<file path="config.mk">
export PLATFORM = sky130hd
export DESIGN_NAME = ifd_fetch_unit
export DESIGN_NICKNAME = d
export VERILOG_FILES = /design/src/rtl/ifd_fetch_unit.sv
export SDC_FILE = /design/constraint.sdc
export NUM_CORES = 1
export LEC_CHECK = 0
export BUFFER_PORTS_ARGS = -buffer_cell sky130_fd_sc_hd__clkbuf_2
export CELL_PAD_IN_SITES_DETAIL_PLACEMENT = 0
export CELL_PAD_IN_SITES_GLOBAL_PLACEMENT = 2
export CORE_UTILIZATION = 29
export DETAILED_ROUTE_END_ITERATION = 8
export PLACE_DENSITY_LB_ADDON = 0.1
export RECOVER_POWER = 50
export SYNTH_ARGS = -nofsm -noshare
export SYNTH_HDL_FRONTEND = slang
export SYNTH_SLANG_ARGS = --single-unit
</file>
<file path="constraint.sdc">
create_clock -name clk -period 2.3 [get_ports clk]
set_input_delay 0.345 -clock clk [delete_from_list [all_inputs] [get_ports clk]]
set_output_delay 0.345 -clock clk [all_outputs]
set_load 0.03 [all_outputs]
</file>
<file path="src/rtl/ifd_fetch_unit.sv">
`default_nettype none
// ============================================================================
// Module   : ifd_fetch_unit
// Brief    : Fetch/decode front end. Issues single-outstanding instruction
//            memory reads, presents fetched instructions with NPC and source
//            register addresses, and inserts bubbles for memory wait,
//            load-use hazards and EX-resolved redirects.
// Revision : 1.0 - initial release
// ============================================================================
module ifd_fetch_unit #(
  parameter logic [31:0] RESET_PC = 32'h0000_0000,
  parameter logic [31:0] NOP_INSN = 32'h0000_0013
) (
  input  logic        clk,
  input  logic        rst_n,
  output logic        imem_req,
  output logic [31:0] imem_addr,
  input  logic        imem_rvalid,
  input  logic [31:0] imem_rdata,
  input  logic        ex_redirect,
  input  logic [31:0] ex_target,
  output logic [31:0] IFD_NPC,
  output logic [31:0] IFD_IR,
  output logic [4:0]  IFD_RS1_Addr_In,
  output logic [4:0]  IFD_RS2_Addr_In,
  output logic        stall
);

  localparam logic [6:0] c_OPC_LOAD = 7'b0000011;

  // FETCH: ready to issue; WAIT: one read in flight;
  // HOLD: hazard-delayed instruction parked; DRAIN: squashed read in flight.
  typedef enum logic [1:0] {
    ST_FETCH = 2'd0,
    ST_WAIT  = 2'd1,
    ST_HOLD  = 2'd2,
    ST_DRAIN = 2'd3
  } state_t;

  state_t      r_state;
  state_t      w_state_nxt;
  logic [31:0] r_pc;
  logic [31:0] w_pc_nxt;
  logic [31:0] r_hold_ir;
  logic [31:0] w_hold_nxt;

  logic [31:0] w_pc_inc;
  logic [31:0] w_target;
  logic        w_ex_is_load;
  logic [4:0]  w_ex_rd;
  logic        w_hazard;

  logic        w_present;
  logic [31:0] w_new_ir;
  logic [31:0] w_new_npc;

  assign w_pc_inc = r_pc + 32'd4;
  // Low two bits of the redirect target are ignored so the PC stays aligned.
  assign w_target = ex_target & ~32'd3;

  // The instruction now sitting in IFD_IR is the one executing in EX.
  assign w_ex_is_load = (IFD_IR[6:0] == c_OPC_LOAD);
  assign w_ex_rd      = IFD_IR[11:7];
  // Conservative check: rs fields are compared regardless of the incoming opcode.
  assign w_hazard     = w_ex_is_load && (w_ex_rd != 5'd0) &&
                        ((w_ex_rd == imem_rdata[19:15]) ||
                         (w_ex_rd == imem_rdata[24:20]));

  // State, PC and hold buffer registers.
  always_ff @(posedge clk or negedge rst_n) begin
    if (!rst_n) begin
      r_state   <= ST_FETCH;
      r_pc      <= RESET_PC;
      r_hold_ir <= '0;
    end else begin
      r_state   <= w_state_nxt;
      r_pc      <= w_pc_nxt;
      r_hold_ir <= w_hold_nxt;
    end
  end

  // Next-state, PC update, memory request and presentation decision.
  always_comb begin
    w_state_nxt = r_state;
    w_pc_nxt    = r_pc;
    w_hold_nxt  = r_hold_ir;
    imem_req    = 1'b0;
    imem_addr   = r_pc;
    w_present   = 1'b0;
    w_new_ir    = NOP_INSN;
    w_new_npc   = 32'd0;

    case (r_state)
      ST_FETCH: begin
        if (ex_redirect) begin
          w_pc_nxt = w_target;
        end else begin
          imem_req    = 1'b1;
          imem_addr   = r_pc;
          w_state_nxt = ST_WAIT;
        end
      end

      ST_WAIT: begin
        if (imem_rvalid) begin
          if (ex_redirect) begin
            // Response belongs to the wrong path: drop it.
            w_pc_nxt    = w_target;
            w_state_nxt = ST_FETCH;
          end else if (w_hazard) begin
            // Park the word for one cycle so the load result can be forwarded.
            w_hold_nxt  = imem_rdata;
            w_pc_nxt    = w_pc_inc;
            w_state_nxt = ST_HOLD;
          end else begin
            // Present and immediately chain the next sequential read.
            w_present   = 1'b1;
            w_new_ir    = imem_rdata;
            w_new_npc   = w_pc_inc;
            w_pc_nxt    = w_pc_inc;
            imem_req    = 1'b1;
            imem_addr   = w_pc_inc;
          end
        end else if (ex_redirect) begin
          // The outstanding read must still be absorbed before refetching.
          w_pc_nxt    = w_target;
          w_state_nxt = ST_DRAIN;
        end
      end

      ST_HOLD: begin
        if (ex_redirect) begin
          w_pc_nxt    = w_target;
          w_state_nxt = ST_FETCH;
        end else begin
          // PC was already advanced past the held instruction.
          w_present   = 1'b1;
          w_new_ir    = r_hold_ir;
          w_new_npc   = r_pc;
          imem_req    = 1'b1;
          imem_addr   = r_pc;
          w_state_nxt = ST_WAIT;
        end
      end

      ST_DRAIN: begin
        if (ex_redirect) begin
          w_pc_nxt = w_target;
        end
        if (imem_rvalid) begin
          w_state_nxt = ST_FETCH;
        end
      end

      default: begin
        w_state_nxt = ST_FETCH;
      end
    endcase
  end

  // Output register: a new instruction or a bubble every cycle.
  always_ff @(posedge clk or negedge rst_n) begin
    if (!rst_n) begin
      IFD_IR          <= NOP_INSN;
      IFD_NPC         <= 32'd0;
      IFD_RS1_Addr_In <= 5'd0;
      IFD_RS2_Addr_In <= 5'd0;
      stall           <= 1'b1;
    end else if (w_present) begin
      IFD_IR          <= w_new_ir;
      IFD_NPC         <= w_new_npc;
      IFD_RS1_Addr_In <= w_new_ir[19:15];
      IFD_RS2_Addr_In <= w_new_ir[24:20];
      stall           <= 1'b0;
    end else begin
      IFD_IR          <= NOP_INSN;
      IFD_NPC         <= 32'd0;
      IFD_RS1_Addr_In <= 5'd0;
      IFD_RS2_Addr_In <= 5'd0;
      stall           <= 1'b1;
    end
  end

endmodule
`default_nettype wire

</file>
; ---- Word level (Yosys, flattened, before mapping)
; Cells that the tools add are included.
[totals]
ff_bits = 141
input_bits = 68
out_inout_bits = 108
elab_cells = 66
[op_classes]
addsub = 1
eq_ne = 10
n_mux = 37
n_bitwise = 1
n_reduce_logical = 9
[ops]
columns = cell, n
row1 = two-way mux 32 bit, 17
row2 = one-hot mux 32 bit (2 select lines), 3
row3 = "adder 32 x 3 -> 32 bit, second input constant", 1
row4 = two-way mux 2 bit, 6
row5 = == test 5 bit, 2
row6 = two-way mux 5 bit, 2
row7 = one-hot mux 2 bit (4 select lines), 1
row8 = AND reduction 4 bit, 2
row9 = "== test 7 x 2 -> 1 bit, second input constant", 1
row10 = two-way mux 1 bit, 6
row11 = "!= test 3 bit, second input constant", 2
row12 = nonzero test 5 bit, 1
row13 = "== test 2 bit, second input constant", 2
row14 = "!= test 2 bit, second input constant", 2
row15 = one-hot mux 1 bit (2 select lines), 2
row16 = OR reduction 3 bit, 1
row17 = "== test 2 x 1 -> 1 bit, second input constant", 1
row18 = logical AND 1 bit, 2
row19 = zero test 2 bit, 1
row20 = OR reduction 2 bit, 1
row21 = logical OR 1 bit, 1
row22 = NOT 1 bit, 1

; ---- Logic depth before layout (Yosys ltp)
; Gate-level depths: netlist of the first run.
[logic_depth]
depth_word = 8
ltp_mapped = 10
depth_no_buf = 9

; ---- Worst setup path before layout of the first run
; OpenSTA, ideal clock, no wires.
[synth_path]
path_kind = register -> output
start = register r_state[1]
end = output port imem_addr[15]
arrival_time_ns = 2.390
required_time_ns = 1.955
path_slack_ns = -0.435
path_stages_with_launch = 9
path_buffers = 1
cell_sequence = dfrtp_1 -> inv_1 -> ha_1 -> nor2b_1 -> nand2_2 -> a21oi_2 -> clkbuf_1 -> nand2_1 -> xnor2_1
[synth_via]
elab_chain_len = 2
[synth_rtl]
columns = item, line
row1 = "start, declared", 40  ; state_t r_state;
row2 = "start signal, assigned", 76  ; r_state <= w_state_nxt;
row3 = == test 2 x 1 -> 1 bit, 93  ; case (r_state)
row4 = two-way mux 32 bit, --
row5 = "end, declared", 17  ; output logic [31:0] imem_addr,
; No other way between the ends.

; ---- Worst setup path in the final report of the first run
[layout_path]
start = register IFD_IR[8]
end = output port imem_addr[27]
[layout_via]
elab_chain_len = 7
elab_cells_between_ends = 10
classes_between = eq/ne: 2 / mux: 4 / reduce/logical: 4
[layout_rtl]
columns = item, line
row1 = "start, declared", 23  ; output logic [31:0] IFD_IR,
row2 = "start signal, assigned", 170  ; IFD_IR <= w_new_ir;
row3 = "== test 5 bit, or another cell as far along", 66  ; ((w_ex_rd == imem_rdata[19:15]) ||
row4 = logical OR 1 bit or logical AND 1 bit (tied branches), "66, 65"
row5 = logical AND 1 bit *, 65  ; assign w_hazard = w_ex_is_load && (w_ex_rd != 5'd0) &&
row6 = two-way mux 32 bit *, 110  ; end else if (w_hazard) begin
row7 = two-way mux 32 bit *, 106  ; if (ex_redirect) begin
row8 = two-way mux 32 bit *, 105  ; if (imem_rvalid) begin
row9 = two-way mux 32 bit *, --
; Mark *: on every way between the ends. The rest lies on a longest branch, timed or not.

==> run_summary.xml, run 1 <==
<?xml version="1.0" encoding="UTF-8"?>
<metrics>
  <group name="clocking">
    <metric name="worst_setup_hold_path_clk_slew" unit="ns">0.07</metric>
    <metric name="cts-buffers-inserted" unit="">17</metric>
    <metric name="cts-root-buf" unit="">sky130_fd_sc_hd__clkbuf_16</metric>
    <metric name="tritoncts" unit="">done</metric>
    <metric name="clock_latency" unit="ns">0.42</metric>
    <metric name="clockBufferDepth" unit="">2</metric>
    <metric name="clock_sinks" unit="">131</metric>
    <metric name="clock_tree.htree_level_count" unit="">4</metric>
  </group>
  <group name="die">
    <metric name="start_util" unit="%">29.7</metric>
    <metric name="floorplan.die_area" unit="µm²">24000</metric>
    <metric name="placement_rows" unit="">55</metric>
    <metric name="die_h" unit="µm">155</metric>
    <metric name="core_area" unit="µm²">22800</metric>
    <metric name="fp.dieW" unit="µm">155</metric>
    <metric name="ioPinCount" unit="">176</metric>
  </group>
  <group name="sta">
    <metric name="timing_max_transition_violations_final" unit="">0</metric>
    <metric name="skew" unit="ns">0.0117</metric>
    <metric name="timing.max_slew.rel_slack" unit="%">32.1</metric>
    <metric name="grt_setup_unrepaired" unit="">yes</metric>
    <metric name="fin_tns_setup" unit="ns">-11.03</metric>
    <metric name="worst_pin_slew" unit="ns">1.02</metric>
    <metric name="worst_slack" unit="ns">-0.368</metric>
    <metric name="setup_viol_count_final" unit="">65</metric>
    <metric name="hold_viol" unit="">0</metric>
    <metric name="timing.hold.ws" unit="ns">0.128</metric>
    <metric name="final_cycle_share" unit="%">116</metric>
    <metric name="fin_crit" unit="ns">2.67</metric>
    <metric name="maxClockFrequency" unit="MHz">375</metric>
  </group>
  <group name="synth">
    <metric name="synthFlopType" unit="">sky130_fd_sc_hd__dfrtp_1</metric>
    <metric name="synth_sequential_area_ratio" unit="%">48.5</metric>
    <metric name="synth_area_per_cell" unit="µm²">10.0</metric>
    <metric name="synth_cells" unit="">674</metric>
    <metric name="netlist-cell-type-count" unit="">52</metric>
    <metric name="yosysWarnings" unit="">0</metric>
    <metric name="synth-edff-count" unit="">0</metric>
    <metric name="synth_nets" unit="">750</metric>
    <metric name="postSynth.asyncResetShare" unit="%">100</metric>
    <metric name="yosys_register_bits" unit="">131</metric>
    <metric name="netlist_area" unit="µm²">6770</metric>
  </group>
  <group name="global_route">
    <metric name="antenna_found_initial" unit="">0</metric>
    <metric name="first_global_vias" unit="">6234</metric>
    <metric name="pin_count_of_the_biggest_net_entering_global_routing" unit="">43</metric>
    <metric name="globalRouteOverflowTotal" unit="">0</metric>
    <metric name="first_pass_grt_wire_length" unit="mm">34.6</metric>
    <metric name="all_layer_gr_usage" unit="%">19.0</metric>
  </group>
  <group name="critical_path">
    <metric name="worst-r2r-cell-count" unit="">10</metric>
    <metric name="cp.arrival" unit="ns">2.32</metric>
    <metric name="worst_setup_path_end_kind" unit="">output port</metric>
    <metric name="criticalPathCategory" unit="">reg2out</metric>
    <metric name="critical_path_cell_count" unit="">9</metric>
    <metric name="max_stage_delay" unit="ns">0.48</metric>
    <metric name="critPathBufInv" unit="">3</metric>
    <metric name="critical-path-slowest-cell" unit="">sky130_fd_sc_hd__dfrtp_2</metric>
    <metric name="ordered_cell_list_for_the_critical_path" unit="">xnor2_2, nand2_2, o22ai_4, buf_6, a21oi_4, buf_12, nand4_1, xnor2_2, clkbuf_8</metric>
    <metric name="timing.critical_path.fanout_max" unit="">5</metric>
    <metric name="worst_path_required" unit="ns">1.96</metric>
    <metric name="timing.critical_path.max_delay_family" unit="">buffers and inverters</metric>
    <metric name="timing.critical_path.from_type" unit="">register</metric>
    <metric name="critical_path.most_common_cell" unit="">sky130_fd_sc_hd__xnor2_2</metric>
  </group>
  <group name="routing">
    <metric name="drt_first_iter_violations" unit="">277</metric>
    <metric name="detail_route.drc_violations" unit="">0</metric>
    <metric name="drt_first_pass_iters" unit="">5</metric>
    <metric name="vias" unit="">6063</metric>
    <metric name="post_drt_wl_per_cell" unit="µm">18.1</metric>
    <metric name="drt-vias-per-instance" unit="">4.78</metric>
    <metric name="detail-route-antenna-nets" unit="">0</metric>
    <metric name="drt-total-wl" unit="mm">22.9</metric>
  </group>
  <group name="status">
    <metric name="violations" unit="">setup timing</metric>
    <metric name="outcome" unit="">complete, but fails checks</metric>
  </group>
  <group name="finish">
    <metric name="num_antenna_cells" unit="">0</metric>
    <metric name="final-seq-area" unit="µm²">3290</metric>
    <metric name="area_delta_synth_final" unit="%">59.7</metric>
    <metric name="layout_commonest_cell" unit="">sky130_fd_sc_hd__clkbuf_2</metric>
    <metric name="layout.core_utilization" unit="%">47.5</metric>
    <metric name="most-common-layout-cells" unit="">128 x sky130_fd_sc_hd__clkbuf_2, 120 x sky130_fd_sc_hd__dfrtp_1, 112 x sky130_fd_sc_hd__buf_4, 70 x sky130_fd_sc_hd__nand2_1, 34 x sky130_fd_sc_hd__o21ai_0</metric>
    <metric name="post_layout_net_count" unit="">1018</metric>
    <metric name="fillers" unit="">2124</metric>
    <metric name="multiInputGateArea" unit="µm²">4090</metric>
    <metric name="drive_gt1_share" unit="%">51.1</metric>
    <metric name="design_area" unit="µm²">10800</metric>
  </group>
  <group name="worst_hold_path">
    <metric name="timing.hold.worst.class" unit="">in2reg</metric>
    <metric name="holdPathStages" unit="">3</metric>
  </group>
  <group name="placement">
    <metric name="portBuffers" unit="">173</metric>
    <metric name="place.detailed.hpwl" unit="mm">15.8</metric>
    <metric name="gp_congestion" unit="">0.830</metric>
    <metric name="dpl-instance-area" unit="µm²">8930</metric>
  </group>
  <group name="pwr">
    <metric name="totalPowerFinal" unit="mW">8.05</metric>
    <metric name="power-per-cell-area" unit="nW/µm²">744</metric>
    <metric name="ir_worst_vdd" unit="V">0.000505</metric>
    <metric name="power.leakage" unit="nW">5.02</metric>
  </group>
  <group name="run">
    <metric name="number_of_max_cap_violations" unit="">0</metric>
  </group>
</metrics>
## layout make-up
type	instances	area share, %
clock buffers	18	4.06
clock inverters	14	1.27
inverters	8	0.301
multi-input cells	466	37.9
flip-flops and latches	131	30.4
well taps	313	3.62
repair buffers	318	22.4
## stage by stage
step	worst slack, ns	instances
after floorplan	-0.0803	674
after global placement	-0.112	1198
after detailed placement	-0.142	1198
after CTS	-0.403	1248
after global routing	-0.505	1268
final	-0.368	1268
## final timing paths
check	startpoint	end	slack, ns
setup / recovery	IFD_IR[8]	imem_addr[27]	-0.37
min in group asynchronous	rst_n	IFD_IR[12]	0.63
hold reg to reg	r_hold_ir[18]	IFD_RS1_Addr_In[3]	0.50
max in group asynchronous	rst_n	r_pc[15]	0.43
hold / removal	ex_target[29]	r_pc[29]	0.13
setup reg to reg	IFD_IR[0]	r_state[1]	-0.12
## where the power goes
group / leakage, nW / internal [mW] / switching, mW
Combinational: 3.00 / 1.10 / 1.60
Sequential: 1.74 / 2.51 / 0.139
Clock: 0.278 / 1.46 / 1.23
## synthesized netlist by cell type, types with 12 or more instances
library cell               number  area, µm²
sky130_fd_sc_hd__and3_1        13       81.3
sky130_fd_sc_hd__a22o_1        31        272
sky130_fd_sc_hd__buf_4         18        135
sky130_fd_sc_hd__nor3_1        19       95.1
sky130_fd_sc_hd__nor2_1        38        143
sky130_fd_sc_hd__xor2_1        16        140
sky130_fd_sc_hd__xnor2_1       51        447
sky130_fd_sc_hd__nand3_1       35        175
sky130_fd_sc_hd__nand2_1       83        312
sky130_fd_sc_hd__o31ai_1       12       90.1
sky130_fd_sc_hd__mux2_2        34        383
sky130_fd_sc_hd__o21ai_0       36        180
sky130_fd_sc_hd__dfrtp_1      127       3180
sky130_fd_sc_hd__buf_2         21        105
sky130_fd_sc_hd__clkbuf_1      28        105
## state kept, by name, summed over array words and instances (netlist names)
register,flops
IFD_RS2_Addr_In,4
r_pc,32
stall,1
IFD_RS1_Addr_In,4
r_hold_ir,32
IFD_NPC,32
IFD_IR,24
r_state,2
## per-layer routing
layer  global-route usage [%]  vias to the layer above  wire length (µm)
li1                         -                     2869                 -
met1                     24.2                     3004             10100
met2                     32.9                      173             11500
met3                     3.59                       17              1070
met4                     5.47                        0               219
met5                        0                        -                 0
## timing repair
item / 4_1_cts / 5_1_grt
buffers inserted: 16 / 22
hold buffers: 1 / 0
gates cloned: 1 / 3
pin swaps: 26 / 34
endpoints found under the hold margin: 34 / 0
endpoints found under the setup margin: 64 / 67
resized for setup: 147 / 99
## worst min-delay path: stages
cell and delay [ns]:
sky130_fd_sc_hd__clkbuf_2 0.07, sky130_fd_sc_hd__nand2_1 0.04, sky130_fd_sc_hd__o21ai_0 0.06
## cells by family after synthesis
family / count (synthesis) / share of synthesized area [%]
AOI/OAI and AO/OA: 119 / 12.5
xor gates and xnor gates: 67 / 8.67
adders and majority gates: 8 / 1.48
buffers and inverters: 77 / 5.66
DFF: 131 / 48.5
muxes: 39 / 6.39
and+or+nand+nor: 233 / 16.8
(Power assumes the default switching activity.)
==> inputs of run 2 (changes only) <==
--- a/config.mk
+++ b/config.mk
@@ -12,6 +12,7 @@
 export DETAILED_ROUTE_END_ITERATION = 8
 export PLACE_DENSITY_LB_ADDON = 0.1
 export RECOVER_POWER = 50
+export REMOVE_ABC_BUFFERS = 1
 export SYNTH_ARGS = -nofsm -noshare
 export SYNTH_HDL_FRONTEND = slang
 export SYNTH_SLANG_ARGS = --single-unit
==> run 2 against run 1 <==
  * Maximum frequency grew 0.57%
  * Critical path depth is 1 lower
  * Register-to-register slack improved by 0.08 ns
  * The flow still finishes with violations (setup timing)
  * Combinational power is 5% lower
  * Cell count is 1.4% lower
  * First-iteration DRC count fell by 24%
  * Wire length is 3.9% lower
  * Sequential share of layout area increased by 2.2 points
  * Largest cell class unchanged
  * Sequential cell count unchanged
  * Non-clock buffer count is 17 lower
  * Global-route usage shrank 0.91 points
==> run_summary.xml, run 2 (same netlist as run 1, synthesis figures left out) <==
<?xml version="1.0" encoding="UTF-8"?>
<metrics>
  <group name="status">
    <metric name="outcome" unit="">complete, but fails checks</metric>
    <metric name="violations" unit="">setup timing</metric>
  </group>
  <group name="critical_path">
    <metric name="cp.arrival" unit="ns">2.31</metric>
    <metric name="timing.critical_path.fanout_max" unit="">11</metric>
    <metric name="startpoint_of_the_most_critical_register_to_register_path" unit="">IFD_IR[0]</metric>
    <metric name="criticalPathCategory" unit="">reg2out</metric>
    <metric name="crit_start" unit="">IFD_IR[9]</metric>
    <metric name="ff2ff_setup_slack" unit="ns">-0.04</metric>
    <metric name="worst-r2r-cell-count" unit="">10</metric>
    <metric name="timing.critical_path.from_type" unit="">register</metric>
    <metric name="timing.critical_path.to" unit="">imem_addr[13]</metric>
    <metric name="worst_path_required" unit="ns">1.96</metric>
    <metric name="regToRegEndpoint" unit="">r_hold_ir[18]</metric>
    <metric name="worst_setup_path_end_kind" unit="">output port</metric>
  </group>
  <group name="pwr">
    <metric name="power-per-cell-area" unit="nW/µm²">789</metric>
    <metric name="power.leakage" unit="nW">4.70</metric>
    <metric name="ir_worst_vdd" unit="V">0.000392</metric>
    <metric name="seq_power_share" unit="%">33.2</metric>
    <metric name="comb_power_share" unit="%">32.3</metric>
    <metric name="share_of_total_power_consumed_by_net_switching" unit="%">35.3</metric>
    <metric name="pwr-share-clk" unit="%">34.4</metric>
    <metric name="internal_power" unit="mW">5.15</metric>
    <metric name="net-switching-power" unit="mW">2.81</metric>
    <metric name="totalPowerFinal" unit="mW">7.96</metric>
  </group>
  <group name="clocking">
    <metric name="clock_tree.htree_level_count" unit="">4</metric>
    <metric name="clock_latency" unit="ns">0.42</metric>
    <metric name="cts-root-buf" unit="">sky130_fd_sc_hd__clkbuf_16</metric>
    <metric name="clock_sinks" unit="">131</metric>
    <metric name="clockBufferDepth" unit="">2</metric>
    <metric name="worst_setup_hold_path_clk_slew" unit="ns">0.07</metric>
    <metric name="tritoncts" unit="">done</metric>
    <metric name="cts-buffers-inserted" unit="">17</metric>
  </group>
  <group name="die">
    <metric name="die_h" unit="µm">155</metric>
    <metric name="ioPinCount" unit="">176</metric>
    <metric name="start_util" unit="%">29.7</metric>
    <metric name="floorplan.die_area" unit="µm²">24000</metric>
    <metric name="fp.dieW" unit="µm">155</metric>
    <metric name="core_area" unit="µm²">22800</metric>
    <metric name="placement_rows" unit="">55</metric>
  </group>
  <group name="sta">
    <metric name="timing_max_transition_violations_final" unit="">0</metric>
    <metric name="timing.hold.ws" unit="ns">0.126</metric>
    <metric name="worst_pin_slew" unit="ns">1.42</metric>
    <metric name="grt_setup_unrepaired" unit="">yes</metric>
    <metric name="hold_viol" unit="">0</metric>
    <metric name="final_cycle_share" unit="%">115</metric>
    <metric name="timing.max_slew.rel_slack" unit="%">5.57</metric>
    <metric name="skew" unit="ns">0.0198</metric>
    <metric name="fin_crit" unit="ns">2.65</metric>
    <metric name="setup_viol_count_final" unit="">60</metric>
    <metric name="worst_slack" unit="ns">-0.353</metric>
    <metric name="maxClockFrequency" unit="MHz">377</metric>
  </group>
  <group name="routing">
    <metric name="post_drt_wl_per_cell" unit="µm">17.6</metric>
    <metric name="drt-vias-per-instance" unit="">4.76</metric>
    <metric name="drt_first_pass_iters" unit="">5</metric>
    <metric name="drt-total-wl" unit="mm">22.0</metric>
    <metric name="detail_route.drc_violations" unit="">0</metric>
    <metric name="vias" unit="">5944</metric>
    <metric name="detail-route-antenna-nets" unit="">0</metric>
    <metric name="drt_first_iter_violations" unit="">211</metric>
  </group>
  <group name="run">
    <metric name="number_of_max_cap_violations" unit="">0</metric>
  </group>
  <group name="global_route">
    <metric name="globalRouteOverflowTotal" unit="">0</metric>
    <metric name="first_pass_grt_wire_length" unit="mm">32.9</metric>
    <metric name="all_layer_gr_usage" unit="%">18.1</metric>
    <metric name="pin_count_of_the_biggest_net_entering_global_routing" unit="">71</metric>
    <metric name="antenna_found_initial" unit="">0</metric>
    <metric name="first_global_vias" unit="">6018</metric>
  </group>
  <group name="placement">
    <metric name="dpl-instance-area" unit="µm²">8540</metric>
    <metric name="portBuffers" unit="">173</metric>
    <metric name="place_ws" unit="ns">-0.210</metric>
    <metric name="place.detailed.hpwl" unit="mm">14.9</metric>
    <metric name="gp_congestion" unit="">0.819</metric>
  </group>
  <group name="finish">
    <metric name="num_antenna_cells" unit="">0</metric>
    <metric name="reg_top3" unit="">IFD_NPC x32, r_hold_ir x32, r_pc x32</metric>
    <metric name="layout_commonest_cell" unit="">sky130_fd_sc_hd__dfrtp_1</metric>
    <metric name="drive_gt1_share" unit="%">46.2</metric>
    <metric name="most-common-layout-cells" unit="">123 x sky130_fd_sc_hd__dfrtp_1, 122 x sky130_fd_sc_hd__clkbuf_2, 113 x sky130_fd_sc_hd__buf_4, 77 x sky130_fd_sc_hd__nand2_1, 36 x sky130_fd_sc_hd__xnor2_1</metric>
    <metric name="layout.core_utilization" unit="%">44.3</metric>
    <metric name="fillers" unit="">2222</metric>
    <metric name="design_area" unit="µm²">10100</metric>
    <metric name="post_layout_net_count" unit="">1001</metric>
    <metric name="area_delta_synth_final" unit="%">48.9</metric>
  </group>
  <group name="worst_hold_path">
    <metric name="timing.hold.worst.class" unit="">in2reg</metric>
  </group>
</metrics>
[run 2: changes by cell type in the layout (fill, tap and decap cells not counted), sizes merged]
cell | previous run | this run
buf | 146 | 143
bufinv | 0 | 2
clkbuf | 189 | 174
clkinv | 5 | 8
clkinvlp | 2 | 0
inv | 15 | 12
[run 2: final cells by class]
class / instances / area (µm²) / area share, %
inverters: 8 / 30.0 / 0.298
multi-input cells: 466 / 3620 / 35.9
well taps: 313 / 392 / 3.88
clock buffers: 17 / 425 / 4.22
repair buffers: 301 / 2170 / 21.5
clock inverters: 14 / 155 / 1.54
flip-flops and latches: 131 / 3290 / 32.6
[run 2: worst min-delay path by stage]
stage / startpoint / to / slack [ns] / cells past startpoint
after floorplan: rst_n / IFD_IR[10] / 0.05 / 0
after global placement: rst_n / IFD_RS1_Addr_In[0] / 0.32 / 1
after detailed placement: rst_n / IFD_RS1_Addr_In[0] / 0.32 / 1
after CTS: ex_target[17] / r_pc[17] / 0.11 / 3
after global routing: ex_target[17] / r_pc[17] / 0.13 / 3
final: ex_target[27] / r_pc[27] / 0.13 / 3
[run 2: timing repair]
action | CTS | global route
endpoints found under the hold margin | 44 | 0
resized for setup | 86 | 102
cloned | 0 | 3
endpoints found under the setup margin | 66 | 72
pin swaps | 17 | 26
hold buffers | 1 | 0
buffers inserted | 5 | 20
[run 2: worst max-delay path: stages, from the launching register on]
cell                       delay [ns]
sky130_fd_sc_hd__dfrtp_2         0.45
sky130_fd_sc_hd__xnor2_1         0.14
sky130_fd_sc_hd__nand3_1         0.10
sky130_fd_sc_hd__o22ai_2         0.11
sky130_fd_sc_hd__and2_4          0.20
sky130_fd_sc_hd__buf_12          0.15
sky130_fd_sc_hd__or3_4           0.39
sky130_fd_sc_hd__xnor2_2         0.16
sky130_fd_sc_hd__clkbuf_8        0.18
[run 2: power by group through the flow]
stage | sequential [mW] | clock [mW] | combinational [mW]
finish | 2.64 | 2.74 | 2.57
detailed placement | 2.67 | 0 | 2.26
CTS | 2.64 | 2.81 | 2.40
global route | 2.67 | 2.90 | 2.76
floorplan | 2.99 | 0 | 0.863
global placement | 2.66 | 0 | 2.24
[run 2: through the flow]
step	setup TNS, ns	cells
2_1_floorplan	-79.01	605
3_3_place_gp	-3.63	1190
3_5_place_dp	-4.77	1190
4_1_cts	-10.62	1227
5_1_grt	-22.58	1250
6_report	-9.49	1250
[run 2: layer usage]
| metal | track usage, % | share of wire (%) | wire (µm) | vias up |
|---|---|---|---|---|
| met3 | 3.67 | 3.8 | 841 | 14 |
| met4 | 5.37 | 1.0 | 228 | 0 |
| met5 | 0 | 0 | 0 | - |
| li1 | - | - | - | 2843 |
| met1 | 23.1 | 45 | 9910 | 2923 |
| met2 | 31.0 | 50 | 11000 | 164 |
==> inputs of run 3 (changes only) <==
--- a/config.mk
+++ b/config.mk
@@ -16,3 +16,4 @@
 export SYNTH_ARGS = -nofsm -noshare
 export SYNTH_HDL_FRONTEND = slang
 export SYNTH_SLANG_ARGS = --single-unit
+export TNS_END_PERCENT = 50
==> run 3 against run 2 <==
  * The flow still finishes with violations (setup timing)
  * Sequential power barely moved
  * Sequential cell count is the same
  * Wire length shrank 0.37%
  * First-iteration DRC count shrank 3.3%
  * Maximum frequency hardly changed
  * Via count is 0.69% lower
  * Clock skew down 0.00054 ns
  * Combinational power hardly changed
  * Utilization is 0.16 points lower
  * Critical endpoint unchanged
  * Largest cell class unchanged
  * Largest power group unchanged
==> run_summary.xml, run 3 (same netlist as run 1, synthesis figures left out) <==
<?xml version="1.0" encoding="UTF-8"?>
<metrics>
  <group name="status">
    <metric name="outcome" unit="">complete, but fails checks</metric>
    <metric name="violations" unit="">setup timing</metric>
  </group>
  <group name="finish">
    <metric name="fillers" unit="">2230</metric>
    <metric name="post_layout_net_count" unit="">1000</metric>
    <metric name="layout.core_utilization" unit="%">44.1</metric>
    <metric name="num_antenna_cells" unit="">0</metric>
    <metric name="reg_top3" unit="">IFD_NPC x32, r_hold_ir x32, r_pc x32</metric>
    <metric name="layout_commonest_cell" unit="">sky130_fd_sc_hd__dfrtp_1</metric>
    <metric name="design_area" unit="µm²">10000</metric>
    <metric name="drive_gt1_share" unit="%">45.8</metric>
    <metric name="area_delta_synth_final" unit="%">48.4</metric>
    <metric name="most-common-layout-cells" unit="">123 x sky130_fd_sc_hd__dfrtp_1, 120 x sky130_fd_sc_hd__clkbuf_2, 113 x sky130_fd_sc_hd__buf_4, 77 x sky130_fd_sc_hd__nand2_1, 36 x sky130_fd_sc_hd__xnor2_1</metric>
  </group>
  <group name="worst_hold_path">
    <metric name="timing.hold.worst.class" unit="">in2reg</metric>
    <metric name="hold_end" unit="">r_pc[27]</metric>
    <metric name="holdPathStages" unit="">3</metric>
    <metric name="hold_start" unit="">ex_target[27]</metric>
  </group>
  <group name="global_route">
    <metric name="all_layer_gr_usage" unit="%">18.1</metric>
    <metric name="first_pass_grt_wire_length" unit="mm">32.9</metric>
    <metric name="first_global_vias" unit="">6018</metric>
    <metric name="globalRouteOverflowTotal" unit="">0</metric>
    <metric name="antenna_found_initial" unit="">0</metric>
    <metric name="pin_count_of_the_biggest_net_entering_global_routing" unit="">71</metric>
  </group>
  <group name="clocking">
    <metric name="tritoncts" unit="">done</metric>
    <metric name="clock_sinks" unit="">131</metric>
    <metric name="cts-buffers-inserted" unit="">17</metric>
    <metric name="worst_setup_hold_path_clk_slew" unit="ns">0.07</metric>
    <metric name="clock_tree.htree_level_count" unit="">4</metric>
    <metric name="cts-root-buf" unit="">sky130_fd_sc_hd__clkbuf_16</metric>
    <metric name="clockBufferDepth" unit="">2</metric>
    <metric name="clock_latency" unit="ns">0.42</metric>
  </group>
  <group name="sta">
    <metric name="grt_setup_unrepaired" unit="">yes</metric>
    <metric name="fin_tns_setup" unit="ns">-9.12</metric>
    <metric name="worst_pin_slew" unit="ns">1.41</metric>
    <metric name="skew" unit="ns">0.0193</metric>
    <metric name="maxClockFrequency" unit="MHz">377</metric>
    <metric name="fin_crit" unit="ns">2.65</metric>
    <metric name="timing_max_transition_violations_final" unit="">0</metric>
    <metric name="final_cycle_share" unit="%">115</metric>
    <metric name="hold_viol" unit="">0</metric>
    <metric name="worst_slack" unit="ns">-0.351</metric>
    <metric name="timing.max_slew.rel_slack" unit="%">6.07</metric>
    <metric name="setup_viol_count_final" unit="">49</metric>
  </group>
  <group name="die">
    <metric name="core_area" unit="µm²">22800</metric>
    <metric name="placement_rows" unit="">55</metric>
    <metric name="fp.dieW" unit="µm">155</metric>
    <metric name="die_h" unit="µm">155</metric>
    <metric name="start_util" unit="%">29.7</metric>
    <metric name="ioPinCount" unit="">176</metric>
    <metric name="floorplan.die_area" unit="µm²">24000</metric>
  </group>
  <group name="critical_path">
    <metric name="worst_path_required" unit="ns">1.96</metric>
    <metric name="startpoint_of_the_most_critical_register_to_register_path" unit="">IFD_IR[0]</metric>
    <metric name="worst_setup_path_end_kind" unit="">output port</metric>
    <metric name="max_stage_delay" unit="ns">0.45</metric>
    <metric name="cp.arrival" unit="ns">2.31</metric>
    <metric name="ordered_cell_list_for_the_critical_path" unit="">xnor2_1, nand3_1, o22ai_2, and2_4, buf_12, or3_4, xnor2_2, clkbuf_8</metric>
    <metric name="critPathBufInv" unit="">2</metric>
    <metric name="criticalPathCategory" unit="">reg2out</metric>
    <metric name="timing.critical_path.max_delay_family" unit="">simple AND/OR/NAND/NOR gates</metric>
    <metric name="ff2ff_setup_slack" unit="ns">-0.04</metric>
    <metric name="regToRegEndpoint" unit="">r_hold_ir[26]</metric>
    <metric name="timing.critical_path.fanout_max" unit="">11</metric>
    <metric name="worst-r2r-cell-count" unit="">10</metric>
    <metric name="critical-path-slowest-cell" unit="">sky130_fd_sc_hd__dfrtp_2</metric>
    <metric name="timing.critical_path.from_type" unit="">register</metric>
  </group>
  <group name="placement">
    <metric name="place_ws" unit="ns">-0.210</metric>
    <metric name="gp_congestion" unit="">0.819</metric>
    <metric name="portBuffers" unit="">173</metric>
    <metric name="place.detailed.hpwl" unit="mm">14.9</metric>
    <metric name="dpl-instance-area" unit="µm²">8540</metric>
  </group>
  <group name="routing">
    <metric name="vias" unit="">5903</metric>
    <metric name="met1_length" unit="mm">9.85</metric>
    <metric name="detail-route-antenna-nets" unit="">0</metric>
    <metric name="post_drt_wl_per_cell" unit="µm">17.6</metric>
    <metric name="drt_first_iter_violations" unit="">204</metric>
    <metric name="drt-total-wl" unit="mm">21.9</metric>
    <metric name="top_layer_used" unit="">met4</metric>
    <metric name="detailroute.wirelength.met3" unit="µm">894</metric>
    <metric name="route.met2.wl" unit="mm">11.0</metric>
    <metric name="drt-vias-per-instance" unit="">4.73</metric>
    <metric name="detail_route.drc_violations" unit="">0</metric>
    <metric name="drt_first_pass_iters" unit="">4</metric>
  </group>
  <group name="pwr">
    <metric name="ir_worst_vdd" unit="V">0.000385</metric>
    <metric name="power-per-cell-area" unit="nW/µm²">790</metric>
    <metric name="power.leakage" unit="nW">4.68</metric>
  </group>
  <group name="run">
    <metric name="number_of_max_cap_violations" unit="">0</metric>
  </group>
</metrics>
run 3: repair_timing:
item	CTS	global route
buffers inserted	5	20
setup endpoints to repair	66	72
resized for setup	86	99
gates cloned	0	2
hold endpoints to repair	44	0
pin swaps	17	26
hold buffers	1	0
run 3: worst max-delay path by stage:
stage	slack (ns)	endpoint	depth (start not counted)	start
detailed placement	-0.21	imem_addr[2]	8	IFD_IR[0]
CTS	-0.40	imem_addr[13]	8	IFD_IR[9]
floorplan	-0.92	r_hold_ir[0]	7	IFD_IR[0]
finish	-0.35	imem_addr[13]	8	IFD_IR[9]
global placement	-0.23	imem_addr[2]	8	IFD_IR[0]
global route	-0.45	imem_addr[30]	9	IFD_IR[0]
run 3: power breakdown:
part / total, mW / switching (mW) / internal, mW
Combinational: 2.55 / 1.54 / 1.01
Sequential: 2.64 / 0.134 / 2.51
Clock: 2.74 / 1.13 / 1.61
run 3: layout make-up:
class,instances,area [µm²],area share [%]
inverter,8,30.0,0.299
timing repair buffer,300,2150,21.4
tap,313,392,3.90
clock inverter,14,155,1.54
clock buffer,17,425,4.24
multi-input combinational,466,3600,35.9
sequential,131,3290,32.7
run 3: worst reg2reg max path: stages, from the launching register on:
cell and delay [ns]:
sky130_fd_sc_hd__dfstp_2 0.53, sky130_fd_sc_hd__nor4b_4 0.19, sky130_fd_sc_hd__nand3_2 0.14, sky130_fd_sc_hd__a21oi_4 0.16
sky130_fd_sc_hd__and2_4 0.20, sky130_fd_sc_hd__inv_1 0.09, sky130_fd_sc_hd__buf_6 0.15, sky130_fd_sc_hd__nor2_4 0.12
sky130_fd_sc_hd__buf_12 0.14, sky130_fd_sc_hd__clkbuf_16 0.17, sky130_fd_sc_hd__mux2_2 0.34
run 3: stage by stage:
step / hold WS (ns) / total power [mW] / cells
after floorplan: 0.0494 / 3.86 / 605
after global placement: 0.321 / 4.91 / 1190
after detailed placement: 0.318 / 4.93 / 1190
after CTS: 0.111 / 7.85 / 1227
after global routing: 0.126 / 8.31 / 1249
final: 0.126 / 7.94 / 1249
run 3: per-layer routing:
layer,GRT usage [%],vias to the layer above
li1,-,2843
met5,0,-
met1,23.1,2882
met3,3.67,14
met2,31.0,164
met4,5.37,0
